[config.mk]
export PLATFORM = sky130hd
export DESIGN_NAME = axi_burst_writer
export DESIGN_NICKNAME = d
export VERILOG_FILES = /design/src/rtl/axi_burst_writer.sv
export SDC_FILE = /design/constraint.sdc
export NUM_CORES = 1
export LEC_CHECK = 0
export BUFFER_PORTS_ARGS = -buffer_cell sky130_fd_sc_hd__clkbuf_2
export CORE_MARGIN = 5
export CORE_UTILIZATION = 45
export CTS_CLUSTER_DIAMETER = 30
export DETAILED_ROUTE_END_ITERATION = 10
export HOLD_SLACK_MARGIN = 0.1
export PLACE_DENSITY = 0.69
export SKIP_CTS_REPAIR_TIMING = 1
export SYNTH_ARGS = -nofsm -noshare
export SYNTH_HDL_FRONTEND = slang
export SYNTH_SLANG_ARGS = --single-unit
[constraint.sdc]
create_clock -name clk -period 5.4 [get_ports clk]
set_clock_uncertainty 0.1 [all_clocks]
set_input_delay 0 -clock clk [delete_from_list [all_inputs] [get_ports clk]]
set_output_delay 0 -clock clk [all_outputs]
set_load 0.01 [all_outputs]
[src/rtl/axi_burst_writer.sv]
`default_nettype none
// ============================================================================
// Module   : axi_burst_writer
// Purpose  : Write-only AXI4 master splitting commands into INCR bursts that
//            respect MAX_BURST and 4 KB boundaries; one burst in flight.
// Revision : 1.0 - initial release
// ============================================================================
module axi_burst_writer #(
  parameter int DATA_WIDTH = 32,
  parameter int ADDR_WIDTH = 16,
  parameter int STRB_WIDTH = DATA_WIDTH / 8,
  parameter int MAX_BURST  = 16
) (
  input  logic                  clk,
  input  logic                  rst,
  input  logic                  cmd_valid,
  output logic                  cmd_ready,
  input  logic [ADDR_WIDTH-1:0] cmd_addr,
  input  logic [15:0]           cmd_len,
  input  logic [DATA_WIDTH-1:0] wr_data,
  input  logic [STRB_WIDTH-1:0] wr_strb,
  input  logic                  wr_valid,
  output logic                  wr_ready,
  output logic                  done_valid,
  output logic [1:0]            done_resp,
  output logic [ADDR_WIDTH-1:0] m_axi_awaddr,
  output logic [7:0]            m_axi_awlen,
  output logic [2:0]            m_axi_awsize,
  output logic [1:0]            m_axi_awburst,
  output logic                  m_axi_awvalid,
  input  logic                  m_axi_awready,
  output logic [DATA_WIDTH-1:0] m_axi_wdata,
  output logic [STRB_WIDTH-1:0] m_axi_wstrb,
  output logic                  m_axi_wlast,
  output logic                  m_axi_wvalid,
  input  logic                  m_axi_wready,
  input  logic [1:0]            m_axi_bresp,
  input  logic                  m_axi_bvalid,
  output logic                  m_axi_bready
);

  localparam int                  SIZE       = $clog2(STRB_WIDTH);
  localparam int                  PAGE_BITS  = (ADDR_WIDTH < 12) ? ADDR_WIDTH : 12;
  localparam logic [16:0]         PAGE_BYTES = 17'(2 ** PAGE_BITS);
  localparam logic [ADDR_WIDTH-1:0] ALIGN_MASK = ~ADDR_WIDTH'(STRB_WIDTH - 1);
  localparam logic [ADDR_WIDTH-1:0] BEAT_BYTES = ADDR_WIDTH'(STRB_WIDTH);

  localparam logic [1:0] S_IDLE = 2'd0;
  localparam logic [1:0] S_AW   = 2'd1;
  localparam logic [1:0] S_W    = 2'd2;
  localparam logic [1:0] S_B    = 2'd3;

  logic [1:0]            state_q, state_d;
  logic [ADDR_WIDTH-1:0] addr_q, addr_d;
  logic [16:0]           rem_q, rem_d;
  logic [7:0]            beat_cnt_q, beat_cnt_d;
  logic [ADDR_WIDTH-1:0] awaddr_q, awaddr_d;
  logic [7:0]            awlen_q, awlen_d;
  logic [1:0]            acc_q, acc_d;
  logic                  done_valid_q, done_valid_d;
  logic [1:0]            done_resp_q, done_resp_d;

  logic [ADDR_WIDTH-1:0] w_cmd_addr;
  logic [16:0]           w_cmd_beats;
  logic [1:0]            w_resp_max;
  logic                  w_beat_hs;

  // Burst length limited by remaining beats, MAX_BURST and room left in the
  // current 4 KB page (the whole address space when it is smaller than 4 KB).
  function automatic logic [7:0] calc_awlen(input logic [ADDR_WIDTH-1:0] addr,
                                            input logic [16:0] rem);
    logic [31:0] addr_ext;
    logic [16:0] offset;
    logic [16:0] room;
    logic [16:0] beats;
    addr_ext = 32'(addr);
    offset   = 17'(addr_ext & (32'(PAGE_BYTES) - 32'd1));
    room     = (PAGE_BYTES - offset) >> SIZE;
    beats    = rem;
    if (beats > 17'(MAX_BURST)) beats = 17'(MAX_BURST);
    if (beats > room) beats = room;
    return 8'(beats - 17'd1);
  endfunction

  assign w_cmd_addr  = cmd_addr & ALIGN_MASK;
  assign w_cmd_beats = 17'(cmd_len) + 17'd1;
  assign w_resp_max  = (m_axi_bresp > acc_q) ? m_axi_bresp : acc_q;
  assign w_beat_hs   = (state_q == S_W) && wr_valid && m_axi_wready;

  always_comb begin
    state_d      = state_q;
    addr_d       = addr_q;
    rem_d        = rem_q;
    beat_cnt_d   = beat_cnt_q;
    awaddr_d     = awaddr_q;
    awlen_d      = awlen_q;
    acc_d        = acc_q;
    done_valid_d = 1'b0;
    done_resp_d  = done_resp_q;
    case (state_q)
      S_IDLE: begin
        if (cmd_valid && cmd_ready) begin
          addr_d   = w_cmd_addr;
          rem_d    = w_cmd_beats;
          awaddr_d = w_cmd_addr;
          awlen_d  = calc_awlen(w_cmd_addr, w_cmd_beats);
          acc_d    = 2'b00;
          state_d  = S_AW;
        end
      end
      S_AW: begin
        if (m_axi_awready) begin
          beat_cnt_d = awlen_q;
          state_d    = S_W;
        end
      end
      S_W: begin
        if (w_beat_hs) begin
          beat_cnt_d = beat_cnt_q - 8'd1;
          addr_d     = addr_q + BEAT_BYTES;
          rem_d      = rem_q - 17'd1;
          if (beat_cnt_q == 8'd0) state_d = S_B;
        end
      end
      S_B: begin
        if (m_axi_bvalid) begin
          acc_d = w_resp_max;
          if (rem_q == 17'd0) begin
            state_d      = S_IDLE;
            done_valid_d = 1'b1;
            done_resp_d  = w_resp_max;
          end else begin
            awaddr_d = addr_q;
            awlen_d  = calc_awlen(addr_q, rem_q);
            state_d  = S_AW;
          end
        end
      end
      default: state_d = S_IDLE;
    endcase
  end

  always_ff @(posedge clk) begin
    if (rst) begin
      state_q      <= S_IDLE;
      addr_q       <= '0;
      rem_q        <= '0;
      beat_cnt_q   <= '0;
      awaddr_q     <= '0;
      awlen_q      <= '0;
      acc_q        <= 2'b00;
      done_valid_q <= 1'b0;
      done_resp_q  <= 2'b00;
    end else begin
      state_q      <= state_d;
      addr_q       <= addr_d;
      rem_q        <= rem_d;
      beat_cnt_q   <= beat_cnt_d;
      awaddr_q     <= awaddr_d;
      awlen_q      <= awlen_d;
      acc_q        <= acc_d;
      done_valid_q <= done_valid_d;
      done_resp_q  <= done_resp_d;
    end
  end

  assign cmd_ready     = (state_q == S_IDLE) && !rst;
  assign wr_ready      = (state_q == S_W) && m_axi_wready;
  assign done_valid    = done_valid_q;
  assign done_resp     = done_resp_q;
  assign m_axi_awaddr  = awaddr_q;
  assign m_axi_awlen   = awlen_q;
  assign m_axi_awsize  = 3'(SIZE);
  assign m_axi_awburst = 2'b01;
  assign m_axi_awvalid = (state_q == S_AW);
  assign m_axi_wdata   = wr_data;
  assign m_axi_wstrb   = wr_strb;
  assign m_axi_wlast   = (state_q == S_W) && (beat_cnt_q == 8'd0);
  assign m_axi_wvalid  = (state_q == S_W) && wr_valid;
  assign m_axi_bready  = (state_q == S_B);

endmodule
`default_nettype wire

==> impl_metrics.toml <==
[floorplanning]
placementRows = 42
die_x_um = 125
die_area_um2 = 15600
io_pins = 151
coreArea_um2 = 13100
floorplan.initialDensity = 0.454
die_y_um = 125

[yosys]
ys_warn_count = 0
async_reset_ff_frac = 0
ys.flop_type = "dfxtp_1"
netlist_area_um2 = 5940
ys_seq_elements = 69
netlist-cell-type-count = 77
syn_area_per_cell_um2 = 7.45
seq_area_frac_synth = 0.233
syn_inst = 797
synth_edf_count = 0

[power]
p_comb_frac = 0.582
seq_power_share = 0.247
power_density_nw_per_um2 = 503
p_clk_frac = 0.171
p_sw_frac = 0.477
peakVddDrop_uv = 253
switchingPower_uw = 1660
power_leakage_uw = 0.00277
internal-power_uw = 1820

[setup_path]
crit_fanout = 9
path_class = "in -> reg"
worstRegToRegCells = 16
critPathRequiredTime_ps = 5590
r2r-start = "rem_q[5]"
r2r_slack_ps = 760
endpoint_kind = "register"
arrival_ps = 4850
reg2reg_to = "m_axi_awlen[6]"
start_kind = "input port"

[global_routing]
antenna_found_initial = 0
grt_pass1_vias = 5060
grt_max_degree = 78
track_usage = 0.190
grt_overflow = 0
grt_pass1_wl_mm = 24.9

[min_path]
min_to = "done_resp[0]"
whs_path_depth = 4
hold_path.startpoint = "m_axi_bresp[0]"
hold_class = "in -> reg"

[timing]
fmax_mhz = 215
grt_setup_unrepaired = "false"
tightest_slew_ps = 1180
finalCriticalPeriod_ps = 4650
drv_slew = 0
max-slew-margin-rel = 0.210
setup_tns_ps = 0
setup_viol = 0
hold_ws_ps = 39.7
hold_viol_final = 0
post-route-period-util = 0.862

[finish]
drive_above_1_share = 0.130
synthToLayoutAreaGrowth_pct = 16.7
stdcell_count = 1042
antenna_cells = 0
final_common_cell = "nor2_1"
multi_input_comb_area_um2 = 3940
final_nets = 976
final_cell_mix = "81 x nor2_1, 74 x nand2_1, 71 x clkbuf_2, 69 x dfxtp_1, 54 x dlygate4sd3_1"
regArea_um2 = 1380
nFillCells = 1281

[drt]
totalWireLength_mm = 15.8
num_vias = 5857
drt_iter0_drc = 454
drt-met1-wl_mm = 7.41
firstDrtPassIters = 7
routed_via_density = 5.62
maxUsedRoutingLayer = "met4"
drc = 0
wl_per_cell_um = 15.1
wl_met3_um = 868
wl_met2_mm = 7.30
ant_nets = 0

[clocking]
clkSlewWorstSetupHoldPaths_ps = 60
cts_sinks = 69
insertion_delay_ps = 350
cts_root_buf = "clkbuf_16"
cts-htree-levels = 3
clockBufferDepth = 2
numCtsBuffers = 9
cts_tree = "yes"

[placed_design]
dp_hpwl_mm = 11.0
dp_cells = 972
io_buffers = 71
gp_congestion = 0.848

[run]
maxCapViolations = 0

[outcome]
outcome = "complete, no violations"
worst max path at each step:
| stage | startpoint | to | slack, ps | cells after the start |
|---|---|---|---|---|
| final | cmd_len[0] | m_axi_awlen[6] | 750 | 19 |
| after floorplan | cmd_len[9] | m_axi_awlen[4] | 1190 | 19 |
| after global routing | cmd_len[0] | m_axi_awlen[6] | 170 | 19 |
| after global placement | cmd_len[0] | m_axi_awlen[6] | 500 | 19 |
| after detailed placement | cmd_len[0] | m_axi_awlen[4] | 460 | 19 |
| after CTS | rem_q[5] | m_axi_awlen[4] | 800 | 16 |
layer usage:
layer,up-vias,track usage
met5,-,0
li1,2971,-
met3,11,0.0403
met4,0,0.0606
met1,2710,0.250
met2,165,0.310
critical path, cell delays in order:
cell       delay, ps
clkbuf_2         190
ha_1             270
nand4_1          110
nor4_1           290
xor2_1           190
a2111oi_1        480
nand3_1          370
nor2_1           210
ha_1             260
a21oi_1          140
o21ai_0          140
a2111oi_2        520
nor2_1           180
o311ai_0         390
o21ai_0          180
ha_1             240
o21a_1           170
a2111oi_2        380
a311o_1          150
synth_stat cells (all sizes together), types with 15 or more instances:
cell	instances	share of area
mux2i	21	0.035
nand3	35	0.032
xor2	15	0.022
o22ai	16	0.017
nor2	81	0.051
a22oi	17	0.021
ha	38	0.080
o21ai	44	0.037
a21oi	41	0.035
nor3	22	0.021
inv	41	0.026
nand2	74	0.047
clkbuf	42	0.027
dfxtp	69	0.23
a211oi	35	0.044
buf	51	0.064
flip-flops by register name, summed over array words and instances, names as in the netlist:
register      cells
beat_cnt_q        8
acc_q             2
done_valid        1
rem_q            17
addr_q           14
m_axi_awlen       8
state_q           2
done_resp         2
m_axi_awaddr     15
cell families after synthesis:
family / share of synthesized area
compound gates: 0.251
xor+xnor: 0.0428
fa+ha+maj: 0.0801
buf+inv: 0.117
flops: 0.233
mux: 0.0392
other cells: 0.00126
simple gates: 0.236
power groups by stage:
stage	Clock, uW	Combinational (uW)	Sequential, uW
2_1_floorplan	0	1580	821
3_3_place_gp	0	1940	869
3_5_place_dp	0	1950	871
4_1_cts	601	1970	861
5_1_grt	622	2280	891
6_report	594	2030	863
layout make-up:
class                   count  area share
flip-flops and latches     69       0.199
clock inverters             4     0.00686
inverters                  41      0.0222
repair buffers            131       0.136
clock buffers              12      0.0356
multi-input cells         609       0.568
well taps                 176      0.0318
metrics by stage:
step                utilization  setup slack, ps  area, um2  total power [uW]
detailed placement        0.466              457       6090              2820
global placement          0.466              498       6090              2810
floorplan                     -             1190       5990              2400
global route              0.529              171       6930              3790
CTS                       0.488              799       6390              3430
finish                    0.529              746       6930              3490
Power figures use the tool's default switching activity.
